==> src/rtl/decode_pkg.sv <==
// Shared constants and helpers for the decode stage: no-writeback opcodes,
// instruction field offsets and immediate extension.
package decode_pkg;

  localparam int OP_NOWB0 = 0;
  localparam int OP_NOWB1 = 1;

  localparam int DEF_DATA_W = 32;
  localparam int DEF_OP_W   = 3;
  localparam int DEF_REG_AW = 5;
  localparam int DEF_IMM_W  = 14;

  // LSB of register field idx (0 = reg1, 1 = reg2, 2 = reg_dst), fields packed MSB first after op
  function automatic int field_lsb(input int data_w, input int op_w, input int reg_aw, input int idx);
    return data_w - op_w - (idx + 1) * reg_aw;
  endfunction

  localparam int DEF_REG1_LSB = field_lsb(DEF_DATA_W, DEF_OP_W, DEF_REG_AW, 0);
  localparam int DEF_REG2_LSB = field_lsb(DEF_DATA_W, DEF_OP_W, DEF_REG_AW, 1);
  localparam int DEF_DST_LSB  = field_lsb(DEF_DATA_W, DEF_OP_W, DEF_REG_AW, 2);

  // Extends the low imm_w bits of raw to 64 bits; callers truncate to their datapath width
  function automatic logic [63:0] extend_imm(input logic [63:0] raw, input int imm_w, input logic sext);
    logic [63:0] mask;
    mask = (64'd1 << imm_w) - 64'd1;
    if (sext && raw[imm_w-1]) begin
      return (raw & mask) | ~mask;
    end
    return raw & mask;
  endfunction

endpackage

==> src/rtl/decode_if.sv <==
// Fetch-side, issue-side and writeback signals of the decode stage.
// slave is the decode stage's view, master the surrounding pipeline's view.
interface decode_if #(
  parameter int DATA_W = 32,
  parameter int OP_W   = 3,
  parameter int REG_AW = 5
);
  localparam int NREGS = 2 ** REG_AW;

  logic              flush;
  logic              in_valid;
  logic              in_ready;
  logic [DATA_W-1:0] instr;
  logic              out_valid;
  logic              out_ready;
  logic [OP_W-1:0]   out_alu_op;
  logic              out_reg_write;
  logic [REG_AW-1:0] out_reg1;
  logic [REG_AW-1:0] out_reg2;
  logic [REG_AW-1:0] out_reg_dst;
  logic [DATA_W-1:0] out_imm;
  logic              wb_valid;
  logic [REG_AW-1:0] wb_reg;
  logic [NREGS-1:0]  busy_vec;
  logic [15:0]       stall_cnt;

  modport slave (
    input  flush, in_valid, instr, out_ready, wb_valid, wb_reg,
    output in_ready, out_valid, out_alu_op, out_reg_write, out_reg1, out_reg2,
           out_reg_dst, out_imm, busy_vec, stall_cnt
  );

  modport master (
    output flush, in_valid, instr, out_ready, wb_valid, wb_reg,
    input  in_ready, out_valid, out_alu_op, out_reg_write, out_reg1, out_reg2,
           out_reg_dst, out_imm, busy_vec, stall_cnt
  );
endinterface

==> src/rtl/reg_scoreboard.sv <==
// Pending-write scoreboard: one busy bit per register, set on issue, cleared on writeback.
// busy_eff already reflects a same-cycle writeback so hazards resolve without a bubble.
module reg_scoreboard #(
  parameter int NREGS     = 32,
  parameter int REG0_ZERO = 1,
  localparam int IDX_W    = (NREGS > 1) ? $clog2(NREGS) : 1
) (
  input  logic             clk,
  input  logic             rst,
  input  logic             set_en,
  input  logic [IDX_W-1:0] set_idx,
  input  logic             clr_en,
  input  logic [IDX_W-1:0] clr_idx,
  input  logic             clear_all,
  output logic [NREGS-1:0] busy_vec,
  output logic [NREGS-1:0] busy_eff
);

  // Register 0 is hardwired free when it is the zero register
  localparam logic [NREGS-1:0] TRACK_MASK = (REG0_ZERO != 0) ? ~NREGS'(1) : '1;

  logic [NREGS-1:0] busy_reg;
  logic [NREGS-1:0] busy_next;
  logic [NREGS-1:0] set_mask;
  logic [NREGS-1:0] clr_mask;

  genvar gi;
  generate
    for (gi = 0; gi < NREGS; gi++) begin : g_mask
      assign set_mask[gi] = set_en && (set_idx == IDX_W'(gi));
      assign clr_mask[gi] = clr_en && (clr_idx == IDX_W'(gi));
    end
  endgenerate

  assign busy_eff = busy_reg & ~clr_mask;

  // OR-ing the set after the clear lets a new issue win over a retire of the same register
  always_comb begin
    busy_next = '0;
    if (!clear_all) begin
      busy_next = (busy_eff | set_mask) & TRACK_MASK;
    end
  end

  always_ff @(posedge clk) begin
    if (rst) begin
      busy_reg <= '0;
    end else begin
      busy_reg <= busy_next;
    end
  end

  assign busy_vec = busy_reg;

endmodule

==> src/rtl/decode_stage.sv <==
// Registered decode stage: splits the instruction into fields, checks RAW/WAW hazards
// against the scoreboard and issues one bundle per accept over valid/ready.
module decode_stage
  import decode_pkg::*;
#(
  parameter int DATA_W    = DEF_DATA_W,
  parameter int OP_W      = DEF_OP_W,
  parameter int REG_AW    = DEF_REG_AW,
  parameter int IMM_W     = DEF_IMM_W,
  parameter int SIGN_EXT  = 1,
  parameter int REG0_ZERO = 1
) (
  input  logic   clk,
  input  logic   rst,
  decode_if.slave bus
);

  localparam int NREGS    = 2 ** REG_AW;
  localparam int REG1_LSB = field_lsb(DATA_W, OP_W, REG_AW, 0);
  localparam int REG2_LSB = field_lsb(DATA_W, OP_W, REG_AW, 1);
  localparam int DST_LSB  = field_lsb(DATA_W, OP_W, REG_AW, 2);

  generate
    if (DATA_W != OP_W + 3 * REG_AW + IMM_W) begin : g_width_check
      $error("decode_stage: DATA_W must equal OP_W + 3*REG_AW + IMM_W");
    end
  endgenerate

  logic [OP_W-1:0]   op;
  logic [REG_AW-1:0] reg1;
  logic [REG_AW-1:0] reg2;
  logic [REG_AW-1:0] reg_dst;
  logic [IMM_W-1:0]  imm_raw;
  logic [DATA_W-1:0] imm_ext;
  logic              reg_write;

  assign op       = bus.instr[DATA_W-1 -: OP_W];
  assign reg1     = bus.instr[REG1_LSB +: REG_AW];
  assign reg2     = bus.instr[REG2_LSB +: REG_AW];
  assign reg_dst  = bus.instr[DST_LSB +: REG_AW];
  assign imm_raw  = bus.instr[IMM_W-1:0];
  assign imm_ext  = DATA_W'(extend_imm(64'(imm_raw), IMM_W, SIGN_EXT != 0));
  assign reg_write = (op != OP_W'(OP_NOWB0)) && (op != OP_W'(OP_NOWB1));

  logic [NREGS-1:0] busy_vec;
  logic [NREGS-1:0] busy_eff;
  logic             hazard;
  logic             in_ready;
  logic             accept;
  logic             out_valid_reg;

  reg_scoreboard #(
    .NREGS     (NREGS),
    .REG0_ZERO (REG0_ZERO)
  ) u_scoreboard (
    .clk       (clk),
    .rst       (rst),
    .set_en    (accept && reg_write),
    .set_idx   (reg_dst),
    .clr_en    (bus.wb_valid),
    .clr_idx   (bus.wb_reg),
    .clear_all (bus.flush),
    .busy_vec  (busy_vec),
    .busy_eff  (busy_eff)
  );

  // The destination only matters when the instruction will write it back (WAW)
  assign hazard = bus.in_valid &&
                  (busy_eff[reg1] || busy_eff[reg2] || (reg_write && busy_eff[reg_dst]));

  assign in_ready = !hazard && (!out_valid_reg || bus.out_ready) && !bus.flush;
  assign accept   = bus.in_valid && in_ready;

  logic [OP_W-1:0]   alu_op_reg;
  logic              reg_write_reg;
  logic [REG_AW-1:0] reg1_reg;
  logic [REG_AW-1:0] reg2_reg;
  logic [REG_AW-1:0] reg_dst_reg;
  logic [DATA_W-1:0] imm_reg;

  // Fields only move on accept, so they stay stable under backpressure and after drain
  always_ff @(posedge clk) begin
    if (rst) begin
      out_valid_reg <= 1'b0;
      alu_op_reg    <= '0;
      reg_write_reg <= 1'b0;
      reg1_reg      <= '0;
      reg2_reg      <= '0;
      reg_dst_reg   <= '0;
      imm_reg       <= '0;
    end else if (bus.flush) begin
      out_valid_reg <= 1'b0;
    end else if (accept) begin
      out_valid_reg <= 1'b1;
      alu_op_reg    <= op;
      reg_write_reg <= reg_write;
      reg1_reg      <= reg1;
      reg2_reg      <= reg2;
      reg_dst_reg   <= reg_dst;
      imm_reg       <= imm_ext;
    end else if (bus.out_ready) begin
      out_valid_reg <= 1'b0;
    end
  end

  logic [15:0] stall_cnt_reg;

  always_ff @(posedge clk) begin
    if (rst) begin
      stall_cnt_reg <= '0;
    end else if (hazard && !bus.flush && (stall_cnt_reg != 16'hFFFF)) begin
      stall_cnt_reg <= stall_cnt_reg + 16'd1;
    end
  end

  assign bus.in_ready      = in_ready;
  assign bus.out_valid     = out_valid_reg;
  assign bus.out_alu_op    = alu_op_reg;
  assign bus.out_reg_write = reg_write_reg;
  assign bus.out_reg1      = reg1_reg;
  assign bus.out_reg2      = reg2_reg;
  assign bus.out_reg_dst   = reg_dst_reg;
  assign bus.out_imm       = imm_reg;
  assign bus.busy_vec      = busy_vec;
  assign bus.stall_cnt     = stall_cnt_reg;

endmodule

==> src/flat_wrapper.sv <==
// flat-port wrapper written by rule: the top's interface ports become plain ports
module decode_stage_flat import decode_pkg::*;
#(
  parameter int DATA_W    = DEF_DATA_W,
  parameter int OP_W      = DEF_OP_W,
  parameter int REG_AW    = DEF_REG_AW,
  parameter int IMM_W     = DEF_IMM_W,
  parameter int SIGN_EXT  = 1,
  parameter int REG0_ZERO = 1
)
  (clk, rst, bus_flush, bus_in_valid, bus_instr, bus_out_ready, bus_wb_valid, bus_wb_reg, bus_in_ready, bus_out_valid, bus_out_alu_op, bus_out_reg_write, bus_out_reg1, bus_out_reg2, bus_out_reg_dst, bus_out_imm, bus_busy_vec, bus_stall_cnt);
  decode_if #(.DATA_W(DATA_W), .OP_W(OP_W), .REG_AW(REG_AW)) bus_i ();
  input  logic clk;
  input  logic rst;
  input wire logic [$bits(bus_i.flush)-1:0] bus_flush;
  input wire logic [$bits(bus_i.in_valid)-1:0] bus_in_valid;
  input wire logic [$bits(bus_i.instr)-1:0] bus_instr;
  input wire logic [$bits(bus_i.out_ready)-1:0] bus_out_ready;
  input wire logic [$bits(bus_i.wb_valid)-1:0] bus_wb_valid;
  input wire logic [$bits(bus_i.wb_reg)-1:0] bus_wb_reg;
  output wire logic [$bits(bus_i.in_ready)-1:0] bus_in_ready;
  output wire logic [$bits(bus_i.out_valid)-1:0] bus_out_valid;
  output wire logic [$bits(bus_i.out_alu_op)-1:0] bus_out_alu_op;
  output wire logic [$bits(bus_i.out_reg_write)-1:0] bus_out_reg_write;
  output wire logic [$bits(bus_i.out_reg1)-1:0] bus_out_reg1;
  output wire logic [$bits(bus_i.out_reg2)-1:0] bus_out_reg2;
  output wire logic [$bits(bus_i.out_reg_dst)-1:0] bus_out_reg_dst;
  output wire logic [$bits(bus_i.out_imm)-1:0] bus_out_imm;
  output wire logic [$bits(bus_i.busy_vec)-1:0] bus_busy_vec;
  output wire logic [$bits(bus_i.stall_cnt)-1:0] bus_stall_cnt;
  assign bus_i.flush = bus_flush;
  assign bus_i.in_valid = bus_in_valid;
  assign bus_i.instr = bus_instr;
  assign bus_i.out_ready = bus_out_ready;
  assign bus_i.wb_valid = bus_wb_valid;
  assign bus_i.wb_reg = bus_wb_reg;
  assign bus_in_ready = bus_i.in_ready;
  assign bus_out_valid = bus_i.out_valid;
  assign bus_out_alu_op = bus_i.out_alu_op;
  assign bus_out_reg_write = bus_i.out_reg_write;
  assign bus_out_reg1 = bus_i.out_reg1;
  assign bus_out_reg2 = bus_i.out_reg2;
  assign bus_out_reg_dst = bus_i.out_reg_dst;
  assign bus_out_imm = bus_i.out_imm;
  assign bus_busy_vec = bus_i.busy_vec;
  assign bus_stall_cnt = bus_i.stall_cnt;
  decode_stage #(.DATA_W(DATA_W), .OP_W(OP_W), .REG_AW(REG_AW), .IMM_W(IMM_W), .SIGN_EXT(SIGN_EXT), .REG0_ZERO(REG0_ZERO)) u_core (.clk(clk), .rst(rst), .bus(bus_i));
endmodule
==> config.mk <==
export PLATFORM = sky130hd
export DESIGN_NAME = decode_stage_flat
export DESIGN_NICKNAME = d
export VERILOG_FILES = /design/src/rtl/decode_pkg.sv /design/src/rtl/decode_if.sv /design/src/rtl/reg_scoreboard.sv /design/src/rtl/decode_stage.sv /design/src/flat_wrapper.sv
export SDC_FILE = /design/constraint.sdc
export NUM_CORES = 1
export LEC_CHECK = 0
export CELL_PAD_IN_SITES_DETAIL_PLACEMENT = 0
export CELL_PAD_IN_SITES_GLOBAL_PLACEMENT = 2
export CORE_AREA = 2 2 110 165
export DETAILED_ROUTE_END_ITERATION = 10
export DIE_AREA = 0 0 112 167
export PLACE_DENSITY_LB_ADDON = 0.1
export SLEW_MARGIN = 5
export SYNTH_ARGS = -nofsm -noshare
export SYNTH_HDL_FRONTEND = slang
export SYNTH_SLANG_ARGS = --single-unit
export TNS_END_PERCENT = 10
==> constraint.sdc <==
create_clock -name clk -period 4.8 [get_ports clk]
set_input_delay 0.96 -clock clk [delete_from_list [all_inputs] [get_ports clk]]
set_output_delay 0.96 -clock clk [all_outputs]
set_load 0.01 [all_outputs]
* After elaboration in Yosys (flattened, before gate mapping)
Cells that the tools add are included.
** Operators by class
- Reduce and logical (&&, ||, !) cells :: 85
- Magnitude comparators :: 3
- Add/subtract/negate cells :: 1
- Multiplexer cells :: 11
- Eq/ne operators :: 64
- Bitwise logic cells :: 4
** Operator list (number)
- 5-bit == test, second input constant :: 32
- 5-bit by 4-bit == test with 1-bit output, second input constant :: 16
- 1-bit logical AND :: 73
- 32-bit two-way mux :: 2
- 5-bit by 3-bit == test with 1-bit output, second input constant :: 8
- 32-bit bitwise AND :: 1
- 32-bit inverter :: 1
- 32-bit bitwise OR :: 1
- 5-bit by 2-bit == test with 1-bit output, second input constant :: 4
- 5-bit by 6-bit less-than comparator with 1-bit output, second input constant :: 3
- 16-bit by 1-bit adder with 16-bit output, second input constant :: 1
- 16-bit != test, second input constant :: 1
- 1-bit binary-select mux with 5-bit select :: 3
- 5-bit by 1-bit == test with 1-bit output, second input constant :: 2
- 5-bit logical NOT :: 2
- 1-bit two-way mux :: 6
- 1-bit logical NOT :: 3
- 1-bit logical OR :: 3
- 3-bit by 1-bit != test with 1-bit output, second input constant :: 1
- 3-bit nonzero test :: 1
- 2-bit AND reduction :: 1
- 2-bit nonzero test :: 1
- 2-bit OR reduction :: 1
- 1-bit inverter :: 1
** Word-level totals
- Output and inout port bits :: 101
- Input bits :: 43
- Bits in registers :: 100
- Logic and storage cells :: 178

* Depth between registers and ports, before layout
Gate-level depths: netlist of run 1.
- Word-level depth :: 16
- Mapped depth :: 12
- Gate-level depth less buffers :: 9

* By module
A second synthesis of run 1 with hierarchy kept.
** Second synthesis, totals
- Cells, all modules :: 521
- Area total of the unflattened synthesis :: 4884.7 um^2
** By module, submodules not included
- decode_stage :: area each 3503.4 um^2, instances 1, cells an instance 382, seq. area each 1001.0 um^2
- reg_scoreboard :: area each 1381.3 um^2, instances 1, cells an instance 139, seq. area each 620.6 um^2

* Worst setup path after synthesis of run 1
No wires, ideal clock.
- Path kind :: input port to output port
- Start :: input bus_wb_reg[3]
- End :: output bus_in_ready
- Arrival :: 2801 ps
- Required time :: 3840 ps
- Slack :: 1039 ps
- Buffers on the path :: 1
- Stages on the path :: 9
- Path through :: buf_2 > nand4b_1 > o21ai_1 > mux2_2 > a22o_1 > or4_1 > nand4_1 > nor2_1 > o21a_1
** Between the ends
- Cells in the longest elaborated chain, start to end :: 12
- Elaborated cells between the ends (all ways) :: 79
- Classes of those cells :: eq/ne: 31; mux: 6; bitwise: 2; reduce/logical: 40
** Ends and longest elaborated chain
- from (decl) :: RTL line flat_wrapper.sv:20 : input wire logic [$bits(bus_i.wb_reg)-1:0] bus_wb_reg;
- 5-bit by 1-bit == test with 1-bit output, or another cell as far along :: RTL line reg_scoreboard.sv:31 : assign clr_mask[gi] = clr_en && (clr_idx == IDX_W'(gi));
- 1-bit logical AND :: RTL line reg_scoreboard.sv:31
- 32-bit inverter (*) :: RTL line reg_scoreboard.sv:35 : assign busy_eff = busy_reg & ~clr_mask;
- 32-bit bitwise AND (*) :: RTL line reg_scoreboard.sv:35
- 1-bit binary-select mux with 5-bit select :: RTL line decode_stage.sv:69 : (busy_eff[reg1] || busy_eff[reg2] || (reg_write && busy_eff[reg_dst]));
- 1-bit two-way mux (implied by the code) :: RTL line decode_stage.sv:69
- 1-bit logical OR or 1-bit logical AND (tied branches) :: RTL line decode_stage.sv:69
- 1-bit logical OR (*) :: RTL line decode_stage.sv:69
- 1-bit logical AND (*) :: RTL line decode_stage.sv:68 : assign hazard = bus.in_valid &&
- 1-bit logical NOT (*) :: RTL line decode_stage.sv:71 : assign in_ready = !hazard && (!out_valid_reg || bus.out_ready) && !bus.flush;
- 1-bit logical AND (*) (2 in a row) :: RTL line decode_stage.sv:71
- to (decl) :: RTL line flat_wrapper.sv:21 : output wire logic [$bits(bus_i.in_ready)-1:0] bus_in_ready;
Mark *: on every way between the ends. The rest lies on a longest branch, timed or not. The select of a mux whose other input is x is not followed.

* Worst setup path after layout of run 1
- Start :: input bus_wb_reg[0]
- End :: output bus_in_ready
The elaborated chain is that of the path after synthesis.

==> flow_metrics.py, run 1 <==
metrics = {
    "status": {
        "status": "completed",
    },
    "synthesis": {
        "synth_cell_type_count": 60,
        "yosysWarnings": 0,
        "synth_top_family_by_area": "compound AO/OA/AOI/OAI gates",
        "synth-edff-count": 0,
        "yosys.cell_count.top_type": "dfxtp_1",
        "syn_area_per_cell_um2": 8.455,
        "synth_ff_type": "dfxtp_1",
        "synth_seq_cells": 81,
        "synthMuxAreaShare": 0.1252,
        "synth_xor_area_frac": 0.003837,
        "synth_commonest_cells": "dfxtp_1 (81), nor2_1 (60), mux2i_1 (38), o21ai_0 (33)",
        "synth_top_area_share": 0.3552,
        "netlist_area_um2": 4566,
        "synth-simple-area-share": 0.2190,
        "synth_area_leaders": "dfxtp_1 (36%), mux2i_1 (8.3%), nor2_1 (4.9%)",
        "synthAdderAreaFrac": 0.002740,
        "async_reset_ff_frac": 0,
        "ys_seq_area_frac": 0.3552,
        "synth_top_cell_by_area": "dfxtp_1",
        "syn_nets": 584,
        "syn_inst": 540,
        "synth_compound_area_frac": 0.2192,
    },
    "drt": {
        "drt-met1-wl_mm": 7.201,
        "wl_per_cell_um": 20.70,
        "vias": 4941,
        "first_pass_iters": 4,
        "met2WireLength_mm": 10.39,
        "wl_mm": 19.46,
        "met3_length_um": 837,
        "highest_layer": "met4",
        "avgViaCountPerCell": 5.256,
        "antenna_left": 0,
        "drt_iter0_drc": 226,
        "drc": 0,
    },
    "layout": {
        "largest_register_ff_count": 31,
        "post-route-util": 0.4017,
        "area_growth_syn_to_layout_pct": 51.99,
        "final-seq-area_um2": 1622,
        "fin_area_um2": 6939,
        "instances_no_fill": 940,
        "fillers": 1849,
        "drive_gt1_frac": 0.1788,
        "fin_nets": 766,
        "diodes": 0,
        "multi_input_area_um2": 2625,
    },
    "setup_path": {
        "slowest_delay_ns": 0.58,
        "required_ns": 3.84,
        "end_kind": "output port",
        "slowest_stage": "clkdlybuf4s50_1",
        "path_class": "in2out",
        "worstPathMaxFanout": 5,
        "startpoint_type": "input pin",
        "worstPathCellList": "clkdlybuf4s50_1, nand2b_2, buf_4, o21ai_0, buf_4, o211ai_1, nand4_1, or4_1, nand4_1, nor2_1, o21a_1, dlygate4sd2_1",
        "ff2ff_setup_slack_ns": 1.69,
        "arrival_ns": 3.71,
    },
    "floorplan": {
        "die_w_um": 112,
        "rows": 59,
        "core-area_um2": 17270,
        "initial_core_util": 0.2643,
        "dieArea_um2": 18700,
        "die_h_um": 167,
        "ios": 144,
    },
    "global_route": {
        "grtUsageTotal": 0.2061,
        "grt_max_degree": 40,
        "grt.overflow.total": 0,
        "antenna_found_initial": 0,
        "grt_pass1_vias": 4969,
        "grt_pass1_wl_mm": 29.62,
    },
    "sta": {
        "rsz0062_at_grt": "false",
        "slew_violations": 0,
        "fin_crit_ns": 4.673,
        "worst_clock_skew_ns": 0.008193,
        "hold-worst-slack_ns": 0.4729,
        "max_freq_ghz": 0.2140,
        "worstMarginPinSlew_ns": 0.6957,
        "tns_ns": 0,
        "finalHoldViolCount": 0,
        "final-setup-viol-count": 0,
        "fin_crit_sh": 0.9735,
        "relSlewSlack": 0.5362,
    },
    "hold_path": {
        "hold_class": "reg2reg",
    },
    "clock_network": {
        "cts_hold_buffers": 0,
        "cts_tree": "done",
        "cts.sink_count": 81,
        "cts-root-buf": "clkbuf_16",
        "ctsHtreeMaxLevel": 3,
        "cts_made_buffers": 9,
        "clkTransAtPathRegs_ns": 0.06,
        "clockBufferDepth": 2,
        "clock_latency_ns": 0.35,
    },
    "power": {
        "irDropWorstVdd_uv": 136.9,
        "leakage_nw": 2.609,
        "p_per_area_nw_per_um2": 237.1,
    },
    "placement": {
        "port_buffers": 142,
        "hpwl_mm": 15.13,
        "numPlacedInstances": 923,
        "place_congestion": 0.8871,
        "placed_area_um2": 6640,
    },
    "run": {
        "cap_violations": 0,
    },
}
metal layers:
| layer | vias to the layer above | track usage |
|---|---|---|
| met5 | - | 0 |
| met4 | 0 | 0.1172 |
| met3 | 52 | 0.03748 |
| met2 | 171 | 0.3742 |
| met1 | 2339 | 0.2219 |
| li1 | 2379 | - |
cell families (layout without fill, tap and decap cells):
group | count (synthesis) | in the layout
simple gates | 191 | 191
compound gates | 148 | 148
flops | 81 | 81
buf+inv | 66 | 253
mux | 50 | 50
xor+xnor | 2 | 2
fa+ha+maj | 1 | 1
other cells | 1 | 1
final timing paths:
kind	end	startpoint	depth (start not counted)
min reg2reg	u_core.bus.out_reg_dst[0]$_SDFFE_PP0P_	u_core.bus.out_reg_dst[0]$_SDFFE_PP0P_	2
min	u_core.bus.out_reg_dst[0]$_SDFFE_PP0P_	u_core.bus.out_reg_dst[0]$_SDFFE_PP0P_	2
max reg2reg	u_core.u_scoreboard.busy_vec[21]$_SDFF_PP0_	u_core.u_scoreboard.busy_vec[10]$_SDFF_PP0_	11
max	bus_in_ready	bus_wb_reg[0]	12
cell usage in the layout, fill, tap and decap left out, types with 15 or more instances in the layout:
cell type / n
mux2i_1: 38
nor2_1: 60
nand2_1: 26
nand3_1: 15
o32ai_1: 21
dfxtp_1: 81
a21oi_1: 18
o211ai_1: 17
o21ai_0: 32
clkdlybuf4s50_1: 136
buf_4: 84
per-stage QoR:
| step | total power, mW | worst slack [ns] |
|---|---|---|
| 2_1_floorplan | 0.8413 | 1.039 |
| 3_3_place_gp | 0.9918 | -0.2053 |
| 3_5_place_dp | 0.9921 | -0.2059 |
| 4_1_cts | 1.669 | 0.1281 |
| 5_1_grt | 1.714 | 0.01771 |
| 6_report | 1.646 | 0.1274 |
final cells by class:
cell class                 count  share of cell area
clock buffer                  10             0.03300
tap                          213             0.03841
clock inverter                 6            0.007212
inverter                       7            0.003787
multi-input combinational    393              0.3783
timing repair buffer         230              0.3056
sequential                    81              0.2337
worst max-delay path: cells and delay by family:
| family | cells | cell delay (ns) |
|---|---|---|
| buffers and inverters | 4 | 1.22 |
| AOI/OAI and AO/OA | 3 | 0.44 |
| and+or+nand+nor | 5 | 1.09 |
where the power goes:
group	leakage, nW	internal [mW]	switching (mW)
logic	1.83	0.137	0.148
registers	0.654	0.684	0.00830
clock network	0.130	0.356	0.312
total	2.61	1.18	0.469
repair_timing:
item,4_1_cts,5_1_grt
resized for setup,11,1
setup endpoints to repair,1,1
setup buffers,1,0
pin swaps,1,0
Power figures use the tool's default switching activity.
==> run 2: changes to the inputs <==
- REMOVE_ABC_BUFFERS: unset -> 1
==> flow_metrics.py, run 2 (synthesis gave the netlist of run 1 again) <==
metrics = {
    "setup_path": {
        "arrival_ns": 3.69,
        "required_ns": 3.84,
        "worstPathMaxFanout": 5,
        "path_class": "in2out",
        "end_kind": "output port",
        "startpoint_type": "input pin",
    },
    "floorplan": {
        "die_w_um": 112,
        "dieArea_um2": 18700,
        "core-area_um2": 17270,
        "ios": 144,
        "rows": 59,
        "die_h_um": 167,
        "initial_core_util": 0.2643,
    },
    "sta": {
        "finalHoldViolCount": 0,
        "hold-worst-slack_ns": 0.4695,
        "rsz0062_at_grt": "false",
        "worst_clock_skew_ns": 0.006025,
        "slew_violations": 0,
        "relSlewSlack": 0.5181,
        "worstMarginPinSlew_ns": 0.7229,
        "fin_crit_sh": 0.9689,
        "tns_ns": 0,
        "max_freq_ghz": 0.2150,
        "fin_crit_ns": 4.651,
        "final-setup-viol-count": 0,
    },
    "power": {
        "leakage_nw": 2.649,
        "power.total_mw": 1.727,
        "p_per_area_nw_per_um2": 247.1,
        "irDropWorstVdd_uv": 126.5,
    },
    "layout": {
        "fin_nets": 772,
        "diodes": 0,
        "most-common-layout-cells": "clkdlybuf4s50_1 (135), buf_4 (93), dfxtp_1 (81)",
        "final-seq-area_um2": 1622,
        "final_common_cell": "clkdlybuf4s50_1",
        "drive_gt1_frac": 0.1855,
        "fillers": 1831,
        "fin_area_um2": 6988,
        "multi_input_area_um2": 2626,
        "area_growth_syn_to_layout_pct": 53.06,
        "largest_register_ff_count": 31,
    },
    "global_route": {
        "grtUsageTotal": 0.2033,
        "grt_pass1_vias": 5001,
        "grt.overflow.total": 0,
        "grt_pass1_wl_mm": 29.18,
        "grt_max_degree": 36,
        "antenna_found_initial": 0,
    },
    "placement": {
        "place_congestion": 0.9205,
        "hpwl_mm": 14.98,
        "placed_area_um2": 6628,
        "port_buffers": 142,
    },
    "drt": {
        "wl_per_cell_um": 20.24,
        "avgViaCountPerCell": 5.241,
        "vias": 4958,
        "first_pass_iters": 4,
        "wl_mm": 19.15,
        "drc": 0,
        "antenna_left": 0,
        "drt_iter0_drc": 231,
    },
    "status": {
        "status": "completed",
    },
    "clock_network": {
        "cts_made_buffers": 9,
        "clockBufferDepth": 2,
        "clkTransAtPathRegs_ns": 0.06,
        "cts-root-buf": "clkbuf_16",
        "cts_hold_buffers": 0,
        "ctsHtreeMaxLevel": 3,
        "cts.sink_count": 81,
        "clock_latency_ns": 0.35,
        "cts_tree": "done",
    },
    "run": {
        "cap_violations": 0,
    },
    "hold_path": {
        "hold_class": "reg2reg",
    },
}
-- run 2: changes by cell type in the layout (fill, tap and decap cells not counted), moves of 2 or more --
cell            delta
buf_4              +9
buf_12             -4
bufinv_16          +2
inv_6              -2
dlymetal6s2s_1     +2
-- run 2: metrics by stage --
step                        util  cells  worst slack [ns]
final                     0.4045    946            0.1492
after global routing      0.4045    946           0.01294
after CTS                 0.4032    945          0.003472
after detailed placement  0.3837    928           -0.2985
after global placement    0.3837    928           -0.3345
after floorplan                -    481             1.043
-- run 2: metal layers --
metal	global-route usage	share of wire
met2	0.3610	0.52
met1	0.2143	0.36
met5	0	0
met4	0.1421	0.072
met3	0.03748	0.051
-- run 2: worst paths after layout --
kind	start	end	slack, ns	cells after the start
setup / recovery	bus_wb_valid	bus_in_ready	0.15	13
hold / removal	u_core.bus.out_reg_dst[0]$_SDFFE_PP0P_	u_core.bus.out_reg_dst[0]$_SDFFE_PP0P_	0.47	2
setup reg to reg	u_core.u_scoreboard.busy_vec[27]$_SDFF_PP0_	u_core.u_scoreboard.busy_vec[7]$_SDFF_PP0_	1.49	11
hold reg to reg	u_core.bus.out_reg_dst[0]$_SDFFE_PP0P_	u_core.bus.out_reg_dst[0]$_SDFFE_PP0P_	0.47	2
-- run 2: cell type report --
| cell class | instances | share of cell area |
|---|---|---|
| clock buffers | 10 | 0.03277 |
| clock inverters | 6 | 0.01325 |
| inverters | 7 | 0.003760 |
| multi-input cells | 393 | 0.3758 |
| flip-flops and latches | 81 | 0.2321 |
| well taps | 213 | 0.03814 |
| repair buffers | 236 | 0.3042 |
-- run 2: repair_timing --
action                     in CTS  in global routing
pin swaps                       3                  3
gates cloned                    0                  0
gates resized for setup         8                  5
setup endpoints to repair       1                  1
setup buffers                   1                  1
-- run 2: worst max-delay path, cell delays in order --
cell and delay, ns:
clkdlybuf4s50_1 0.50, buf_4 0.15, nand4bb_1 0.21, buf_4 0.22, o21ai_0 0.32, o22ai_1 0.16
nor4_1 0.23, or4_4 0.19, nand4_1 0.08, buf_4 0.19, nor2_1 0.09, o21a_1 0.12
dlygate4sd2_1 0.28
-- run 2: power by group --
group / leakage [nW] / switching, mW / internal, mW
logic: 1.85 / 0.145 / 0.136
clock network: 0.149 / 0.296 / 0.458
registers: 0.654 / 0.00824 / 0.684
